==> config.mk <==
export PLATFORM = sky130hd
export DESIGN_NAME = lcd_bus_driver
export DESIGN_NICKNAME = d
export VERILOG_FILES = /design/src/rtl/lcd_bus_driver.sv
export SDC_FILE = /design/constraint.sdc
export NUM_CORES = 1
export LEC_CHECK = 0
export ABC_AREA = 1
export CORE_ASPECT_RATIO = 1.1
export CORE_MARGIN = 4
export CORE_UTILIZATION = 45
export CTS_CLUSTER_DIAMETER = 50
export DETAILED_ROUTE_END_ITERATION = 16
export HOLD_SLACK_MARGIN = 0.03
export PLACE_DENSITY = 0.72
export SETUP_SLACK_MARGIN = 0.2
export SYNTH_ARGS = -nofsm -noshare
export SYNTH_HDL_FRONTEND = slang
export SYNTH_SLANG_ARGS = --single-unit
==> constraint.sdc <==
create_clock -name i_clk -period 3.7 [get_ports i_clk]
set_input_delay 0.74 -clock i_clk [delete_from_list [all_inputs] [get_ports i_clk]]
set_output_delay 0.74 -clock i_clk [all_outputs]
set_load 0.1 [all_outputs]
==> src/rtl/lcd_bus_driver.sv <==
// HD44780 bus sequencer: turns a toggle-request write of the LCD register into a
// timed setup / EN pulse / hold / execution-wait cycle with busy and done status.
module lcd_bus_driver #(
    parameter int T_SETUP     = 4,
    parameter int T_PULSE     = 12,
    parameter int T_HOLD      = 2,
    parameter int T_EXEC      = 2000,
    parameter int T_EXEC_LONG = 82000,
    parameter int CNT_W       = 17
) (
    input  logic        i_clk,
    input  logic        i_reset,
    input  logic [31:0] i_io_lcd,
    output logic        o_lcd_on,
    output logic        o_lcd_en,
    output logic        o_lcd_rs,
    output logic        o_lcd_rw,
    output logic [7:0]  o_lcd_data,
    output logic        o_busy,
    output logic        o_done
);

    typedef enum logic [2:0] {
        IDLE,
        SETUP,
        PULSE,
        HOLD,
        WAIT
    } state_t;

    localparam logic [CNT_W-1:0] LD_SETUP = CNT_W'(T_SETUP - 1);
    localparam logic [CNT_W-1:0] LD_PULSE = CNT_W'(T_PULSE - 1);
    localparam logic [CNT_W-1:0] LD_HOLD  = CNT_W'(T_HOLD - 1);
    localparam logic [CNT_W-1:0] LD_EXEC  = CNT_W'(T_EXEC - 1);
    localparam logic [CNT_W-1:0] LD_LONG  = CNT_W'(T_EXEC_LONG - 1);

    state_t           state;
    logic [CNT_W-1:0] timer;
    logic             req_q;
    logic             long_q;
    logic             req;
    logic             unused_bits;

    // A request is any change of the toggle bit relative to the last accepted value.
    assign req         = i_io_lcd[10] ^ req_q;
    assign unused_bits = ^{i_io_lcd[30:11], i_io_lcd[8]};

    always_ff @(posedge i_clk or negedge i_reset) begin
        if (!i_reset) begin
            state      <= IDLE;
            timer      <= '0;
            req_q      <= 1'b0;
            long_q     <= 1'b0;
            o_lcd_on   <= 1'b0;
            o_lcd_en   <= 1'b0;
            o_lcd_rs   <= 1'b0;
            o_lcd_rw   <= 1'b0;
            o_lcd_data <= 8'h00;
            o_busy     <= 1'b0;
            o_done     <= 1'b0;
        end else begin
            o_lcd_on <= i_io_lcd[31];
            o_lcd_rw <= 1'b0;
            o_done   <= 1'b0;
            case (state)
                IDLE: begin
                    if (req) begin
                        req_q      <= i_io_lcd[10];
                        o_lcd_rs   <= i_io_lcd[9];
                        o_lcd_data <= i_io_lcd[7:0];
                        // Clear display (0x01) and return home (0x02/0x03) need the long wait.
                        long_q     <= !i_io_lcd[9] && (i_io_lcd[7:2] == 6'd0)
                                      && (i_io_lcd[1:0] != 2'd0);
                        o_busy     <= 1'b1;
                        timer      <= LD_SETUP;
                        state      <= SETUP;
                    end
                end
                SETUP: begin
                    if (timer == '0) begin
                        timer    <= LD_PULSE;
                        o_lcd_en <= 1'b1;
                        state    <= PULSE;
                    end else begin
                        timer <= timer - 1'b1;
                    end
                end
                PULSE: begin
                    if (timer == '0) begin
                        timer    <= LD_HOLD;
                        o_lcd_en <= 1'b0;
                        state    <= HOLD;
                    end else begin
                        timer <= timer - 1'b1;
                    end
                end
                HOLD: begin
                    if (timer == '0) begin
                        timer <= long_q ? LD_LONG : LD_EXEC;
                        state <= WAIT;
                    end else begin
                        timer <= timer - 1'b1;
                    end
                end
                WAIT: begin
                    if (timer == '0) begin
                        o_busy <= 1'b0;
                        o_done <= 1'b1;
                        state  <= IDLE;
                    end else begin
                        timer <= timer - 1'b1;
                    end
                end
                default: begin
                    state <= IDLE;
                end
            endcase
        end
    end

endmodule
Word level (Yosys, flattened, before mapping)
Cells that the tools add are included.
{"block": "word_totals", "out_inout_bits": 14, "wordCells": 57, "memories": 0, "ram_bits": 0, "latch_bits": 0, "ff_bits": 35, "in_bits": 34, "romBits": 0}
{"block": "classes", "multipliers": 0, "n_div": 0, "muxes": 20, "n_lt_le_gt_ge": 0, "shift": 0, "n_eq_ne": 10, "n_bitwise": 1, "addsub": 1, "reduce_logical": 15}
{"operator": "two-way mux 17 bit", "count": 6}
{"operator": "case mux 17 bit (5 select lines)", "count": 1}
{"operator": "zero test 17 bit", "count": 1}
{"operator": "subtractor 17 x 1 -> 17 bit (second input constant)", "count": 1}
{"operator": "two-way mux 3 bit", "count": 5}
{"operator": "case mux 3 bit (5 select lines)", "count": 1}
{"operator": "!= test 2 bit (second input constant)", "count": 6}
{"operator": "AND reduction 3 bit", "count": 3}
{"operator": "== test 3 x 2 -> 1 bit (second input constant)", "count": 2}
{"operator": "zero test 6 bit", "count": 1}
{"operator": "nonzero test 2 bit", "count": 3}
{"operator": "two-way mux 1 bit", "count": 5}
{"operator": "AND reduction 5 bit", "count": 1}
{"operator": "nonzero test 5 bit", "count": 1}
{"operator": "case mux 1 bit (2 select lines)", "count": 2}
{"operator": "== test 3 x 1 -> 1 bit (second input constant)", "count": 1}
{"operator": "== test 3 bit (second input constant)", "count": 1}
{"operator": "zero test 3 bit", "count": 1}
{"operator": "logical AND 1 bit", "count": 2}
{"operator": "AND reduction 2 bit", "count": 1}
{"operator": "zero test 1 bit", "count": 1}
{"operator": "bitwise XOR 1 bit", "count": 1}

Logic depth before layout (Yosys ltp)
Gate-level depths: netlist of the first run.
{"block": "depth", "ltp_word": 3, "depth_mapped": 13, "ltp_nobuf": 13}

Worst setup path before layout of the first run
No wires, ideal clock.
{"block": "synth_path", "kind": "register -> register", "startpoint": "register timer[0]", "endpoint": "register timer[2]", "period_less_slack_ps": 1655, "setup_ps": 122, "n_path_buf": 1, "required_time_ps": 3578, "arrival_time_ps": 1533, "slack_ps": 2045, "path_stages_with_launch": 13, "path_cell_list": "dfrtp_1 inv_1 ha_1 inv_1 nor2_1 nand2_2 nor2_8 nand3_4 nand2_8 inv_6 buf_8 o211ai_2 nand2_1"}
{"block": "synth_via", "elab_chain_cells": 3, "elab_cells_between_ends": 9, "cone_classes": "add/sub (1); eq/ne (1); mux (5); reduce/logical (2)"}
{"element": "from (decl)", "line": "38", "rtl": "logic [CNT_W-1:0] timer;"}
{"element": "from (signal assigned)", "line": "85", "rtl": "timer <= timer - 1'b1;"}
{"element": "from (signal assigned)", "line": "94", "rtl": "timer <= timer - 1'b1;"}
{"element": "from (signal assigned)", "line": "99", "rtl": "timer <= long_q ? LD_LONG : LD_EXEC;"}
{"element": "subtractor 17 x 1 -> 17 bit / zero test 17 bit (equally long branches)"}
{"element": "two-way mux 17 bit (tied with other cells)", "line": "106", "rtl": "if (timer == '0) begin"}
{"element": "case mux 17 bit (5 select lines) / AND reduction 3 bit (equally long branches)"}
Parallel ways exist; a longest one is shown, timed or not. The select of a mux whose other input is x is not followed.
A chain may end at the register's enable or synchronous reset.

Worst setup path after layout of the first run
{"block": "layout_path", "startpoint": "register o_lcd_rs", "endpoint": "output o_lcd_rs"}
{"element": "from (decl)", "line": "16", "rtl": "output logic o_lcd_rs,"}
{"element": "from (signal assigned)", "line": "69", "rtl": "o_lcd_rs <= i_io_lcd[9];"}
No word-level cell between the ends.

==> results of run 1 <==
[synth_stat cells (2+ instances only)]
cell      count
o21ai_0      12
nand2_2       7
o21ai_2       4
nor2_8        3
nor2_2       15
nand2_4       3
nand3b_1      2
nand2_1     112
inv_2         3
inv_1        33
ha_1          2
xor2_1        5
nand4_1       3
nand3_1      16
nor2_1       27
dfrtp_1      35
[metrics by stage]
step,cell area [um^2],power (mW),worst slack [ns]
after floorplan,2211,0.4023,2.045
after global placement,2487,0.4232,1.424
after detailed placement,2487,0.4232,1.387
after CTS,2600,0.7777,1.142
after global routing,2600,0.7955,1.094
final,2600,0.7618,1.159
[worst max path at each step]
stage	to	slack, ns	from
2_1_floorplan	timer[2]	2.05	timer[0]
3_3_place_gp	long_q	1.42	i_io_lcd[10]
3_5_place_dp	long_q	1.39	i_io_lcd[10]
4_1_cts	o_lcd_rs	1.14	o_lcd_rs
5_1_grt	o_lcd_data[4]	1.09	o_lcd_data[4]
6_report	o_lcd_rs	1.16	o_lcd_rs
[logic make-up (layout without fill, tap and decap cells)]
group	after synthesis	in the layout	synth area share, %
compound gates	22	22	6.451
xor+xnor	5	5	1.981
fa+ha+maj	2	2	1.132
buf+inv	41	70	8.262
flops	35	35	39.62
other cells	1	1	0.1696
simple gates	194	194	42.39
[worst min-delay path, delay by kind of cell, from the launching register on]
kind | cells | cell delay, ns
flops | 1 | 0.35
simple gates | 2 | 0.11
[final cells by class]
| type | instances | area, um^2 | share of cell area, % |
|---|---|---|---|
| inverters | 37 | 143.9 | 5.534 |
| clock buffers | 5 | 68.82 | 2.647 |
| clock inverters | 3 | 43.79 | 1.684 |
| flip-flops and latches | 35 | 875.8 | 33.69 |
| repair buffers | 25 | 245.2 | 9.432 |
| multi-input cells | 224 | 1152 | 44.32 |
| well taps | 56 | 70.07 | 2.695 |
[power by group]
part           switching [mW]  internal [mW]  leakage [nW]
Clock                   0.147          0.200        0.0581
Combinational          0.0197         0.0120         0.922
Sequential           0.000134          0.383         0.419
Total                   0.166          0.595          1.40
[routing by layer]
metal / up-vias / global-route usage (%) / share of wire (%)
li1: 973 / - / -
met1: 799 / 22.45 / 47
met2: 38 / 27.44 / 46
met3: 9 / 5.018 / 4.5
met4: 0 / 8.363 / 2.4
met5: - / 0 / 0
==> reports/summary.txt, run 1 <==
status -> finished, final reports clean
die height -> 81.52 um
Slew @ Worst Pin -> 0.9787 ns
gp weighted congestion -> 0.8048
vias per cell -> 4.725
Area Growth Syn to Fin -> 17.60%
most frequent cells in the layout -> nand2_1 (112), dfrtp_1 (35), inv_1 (33)
largest net degree at the start of global routing -> 36
#FFs+latches synth -> 35
global-route wire length before repair -> 8.217 mm
Worst R2R Path Depth -> 13
Mapped Nets -> 336
post_cts resized -> 0
Routed WL -> 4.409 mm
IO buf count -> 25
Fill cells -> 454
cells along the critical path -> clkdlybuf4s50_1
peak supply drop -> 222.1 uV
Skew-Pair Late Insertion Delay -> 0.30 ns
Hold Vio Cnt, Final -> 0
CTS Root Cell -> clkbuf_8
WP depth -> 1
Largest regs -> timer: 17 flops, o_lcd_data: 8 flops, state: 3 flops
CTS tree -> done
Initial Util -> 47.20%
Reg-to-Reg Start -> timer[0]
Yosys cell types -> 34
Final setup viols -> 0
DRC -> 0
maximum clock rate -> 393.6 MHz
postcts setup bufs -> 0
Slew Limit Fails -> 0
fraction of layout cells with a size suffix above 1 -> 15.50%
clk sinks -> 35
Placed Cells incl. Taps -> 377
crit end category -> output port
Global Route Usage Sum -> 17.66%
CTS buffer count -> 5
setup TNS -> 0 ns
Final nets -> 364
H-tree depth -> 2
R2R setup slack -> 1.79 ns
fin crit share -> 68.67%
Synth Instances -> 300
FFs w/ async S/R, synth -> 100.0%
drt first pass iters -> 4
core area -> 4684 um^2
Worst-path clk slew -> 0.07 ns
initial antenna violation count -> 0
Synth top area share -> 39.62%
Top delay family on crit path -> buffers and inverters
number of antenna-violating nets in the routed design -> 0
PD cells -> 293.0 nW/um^2
CP max-delay cell -> clkdlybuf4s50_1
die width -> 74.83 um
1st-iter DRT viols -> 101
worst flop-to-flop path endpoint -> timer[13]
number of global-route vias before repair -> 1852
Worst Hold Depth -> 2
clock skew -> 0.005498 ns
cell row count -> 26
Rel. slew slack -> 34.55%
leading post-synthesis cells by cell area -> dfrtp_1 (40%), nand2_1 (19%), inv_1 (5.6%)
crit-path max cell delay -> 1.14 ns
CP Class -> reg -> out
WHS Endpoint -> o_busy
Reg with most FFs -> timer
number of vias after detailed routing -> 1819
CP Launch Type -> register
Syn Std Cell Area -> 2211 um^2
Post-synth EDFFs -> 0
Seq/Total Area, Yosys -> 39.62%
syn_area_per_cell -> 7.370 um^2
diode count -> 0
final core occ -> 55.50%
minimum clock period -> 2.541 ns
CTS hold repair buffers -> 0
# IOs -> 48
final cell count without fillers -> 385
unrepaired setup endpoints after global routing -> no
Worst Path Buf+Inv -> 1
LEAKAGE -> 1.399 nW
Worst EP required -> 2.96 ns
Die Area -> 6100 um^2
placed wire-length estimate -> 3.327 mm
Synth warnings -> 0
Yosys top cell by area -> dfrtp_1
Top FF cell, synth -> dfrtp_1
max reg flops -> 17
CP Max Fanout -> 2
hold path start -> o_busy
Clock Tree Buf Depth -> 2
WP data arrival -> 1.80 ns
hold_ws -> 0.4799 ns
max_cap viols -> 0
WL/cell -> 11.45 um
most common cell after layout, fill and taps aside -> nand2_1
hold crit path type -> reg -> reg
total grt overflow -> 0
Power figures use the tool's default switching activity.
==> run 2, diff against run 1 <==
- PLACE_DENSITY: 0.72 -> 0.75
- clock period: 3.7 -> 2.1 ns (I/O delays scaled with it)
==> run 2 against run 1 <==
Largest cell class unchanged. Clock power grew 84%. Sequential share of layout area shrank 1.3 points. Highest routed layer unchanged. Final area up 4.1%. Core utilization up 2.3 points. Worst hold slack got worse by 0.28 ns. Register-to-register slack lost 1.5 ns. Sequential power up 76%. Critical endpoint is now timer[13]. Die area is the same. Setup slack got worse by 0.87 ns. Count of clock-buffer cells in the layout up 1.
==> reports/summary.txt, run 2 (same netlist as run 1, synthesis figures left out) <==
Area Growth Syn to Fin -> 22.47%
fraction of layout cells with a size suffix above 1 -> 23.17% (+7.7 points)
diode count -> 0 (unchanged)
drt first pass iters -> 4 (unchanged)
cell row count -> 26 (unchanged)
Largest regs -> timer: 17 flops, o_lcd_data: 8 flops, state: 3 flops
final core occ -> 57.80% (+2.3 points)
CP Class -> reg -> reg
hold_ws -> 0.2008 ns (-0.2791 ns)
most common cell after layout, fill and taps aside -> nand2_1
Final setup viols -> 0 (unchanged)
Global Route Usage Sum -> 16.94% (-0.73 points)
IO buf count -> 25 (unchanged)
hold crit path type -> in -> async
clock share of power -> 46.6% (+1.0 points)
clk sinks -> 35 (unchanged)
cells along the critical path -> inv_1 > ha_4 > inv_1 > nor2_2 > nand2_2 > nor2_8 > nand2_4 > nand2_4 > nand2_8 > nor2_4 > nor2_1 > nand2_1 > inv_1
maximum clock rate -> 553.4 MHz
global-route wire length before repair -> 8.010 mm (-2.5%)
max reg flops -> 17 (unchanged)
initial antenna violation count -> 0 (unchanged)
Routed WL -> 4.847 mm (+9.9%)
Most Frequent Cell on Critical Path -> inv_1
core area -> 4684 um^2 (unchanged)
number of vias after detailed routing -> 1930 (+6.1%)
Worst EP required -> 2.28 ns (-0.68 ns)
Worst-path clk slew -> 0.08 ns (about the same)
vias per cell -> 4.861 (+2.9%)
CP Max Fanout -> 6 (+4)
Die Area -> 6100 um^2 (unchanged)
WP data arrival -> 1.99 ns (+0.19 ns)
number of global-route vias before repair -> 1826 (-1.4%)
Final nets -> 376 (+3.3%)
Rel. slew slack -> 48.46% (+14 points)
combinational share of power -> 4.1% (about the same)
die width -> 74.83 um (unchanged)
CTS tree -> done
Clock Tree Buf Depth -> 2 (unchanged)
LEAKAGE -> 1.480 nW (+5.8%)
DRC -> 0 (unchanged)
switching pwr -> 0.2885 mW (+73%)
Internal -> 1.080 mW (+81%)
setup TNS -> 0 ns (unchanged)
Skew-Pair Late Insertion Delay -> 0.29 ns (about the same)
Slew Limit Fails -> 0 (unchanged)
# IOs -> 48 (unchanged)
gp weighted congestion -> 0.8272 (+2.8%)
Hold Vio Cnt, Final -> 0 (unchanged)
Slew @ Worst Pin -> 0.7731 ns (-0.2056 ns)
clock skew -> 0.005817 ns (+0.0003186 ns)
placed wire-length estimate -> 3.456 mm (+3.9%)
status -> finished, final reports clean
Worst R2R Path Depth -> 13 (unchanged)
CP max-delay cell -> dfrtp_1
fin crit share -> 86.04%
Initial Util -> 47.20% (unchanged)
peak supply drop -> 314.6 uV (+42%)
largest net degree at the start of global routing -> 36 (unchanged)
CP Launch Type -> register
Fill cells -> 434 (-4.4%)
H-tree depth -> 2 (unchanged)
CTS Root Cell -> clkbuf_8
unrepaired setup endpoints after global routing -> yes
PD cells -> 505.3 nW/um^2 (+72%)
WL/cell -> 12.21 um (+6.6%)
total grt overflow -> 0 (unchanged)
register share of total power -> 49.3% (-1.0 points)
crit end category -> register
minimum clock period -> 1.807 ns
CTS buffer count -> 5 (unchanged)
Reg with most FFs -> timer
switch share -> 21.09% (-0.76 points)
most frequent cells in the layout -> nand2_1 (112), dfrtp_1 (35), inv_1 (32)
number of antenna-violating nets in the routed design -> 0 (unchanged)
crit-path max cell delay -> 0.40 ns (-0.74 ns)
max_cap viols -> 0 (unchanged)
die height -> 81.52 um (unchanged)
1st-iter DRT viols -> 86 (-15%)
CTS hold repair buffers -> 0 (unchanged)
run 2: area by class of cell:
| type | instances | area, um^2 | area share (%) |
|---|---|---|---|
| clock buffers | 6 | 82.58 | 3.050 |
| clock inverters | 2 | 35.03 | 1.294 |
| inverters | 37 | 143.9 | 5.314 |
| multi-input cells | 225 | 1205 | 44.50 |
| flip-flops and latches | 35 | 875.8 | 32.35 |
| well taps | 56 | 70.07 | 2.588 |
| repair buffers | 36 | 295.3 | 10.91 |
run 2: timing repair:
action	in CTS	in global routing
gates cloned	0	1
endpoints found under the hold margin	0	0
gates resized for setup	1	7
pin swaps	0	4
buffers inserted	0	10
setup endpoints to repair	1	18
run 2: layer usage:
layer | GRT usage [%] | wire, um | vias to the layer above
li1 | - | - | 997
met1 | 20.28 | 2097 | 878
met2 | 30.40 | 2418 | 47
met3 | 3.672 | 258 | 8
met4 | 4.270 | 72 | 0
met5 | 0 | 0 | -
run 2: worst max-delay path, delay by kind of cell (launching register included):
family | cells | cell delay [ns]
and+or+nand+nor | 9 | 0.95
buffers and inverters | 3 | 0.19
adders and majority gates | 1 | 0.14
DFF | 1 | 0.40
run 2: power groups by stage:
stage	clock network (mW)	logic [mW]	registers (mW)
2_1_floorplan	0	0.0133	0.695
3_3_place_gp	0	0.0568	0.688
3_5_place_dp	0	0.0574	0.688
4_1_cts	0.646	0.0573	0.675
5_1_grt	0.677	0.0615	0.675
6_report	0.638	0.0558	0.675
run 2: per-stage QoR:
| stage | instance area [um^2] | setup slack (ns) | power (mW) | std cells |
|---|---|---|---|---|
| 6_report | 2708 | 0.2931 | 1.368 | 397 |
| 5_1_grt | 2708 | 0.1605 | 1.413 | 397 |
| 4_1_cts | 2580 | 0.2087 | 1.378 | 386 |
| 3_5_place_dp | 2462 | 0.1747 | 0.7453 | 378 |
| 3_3_place_gp | 2462 | 0.2145 | 0.7447 | 378 |
| 2_1_floorplan | 2211 | 0.4452 | 0.7088 | 300 |
run 2: worst paths after layout:
check / endpoint / from / slack (ns)
worst max-delay path: timer[13] / timer[1] / 0.29
max in group asynchronous: o_lcd_en / i_reset / 1.40
worst min register to register: o_lcd_data[3] / o_lcd_data[3] / 0.48
worst min-delay path: timer[7] / i_reset / 0.20
worst max register to register: timer[13] / timer[1] / 0.29
min in group i_clk: o_lcd_data[3] / o_lcd_data[3] / 0.48
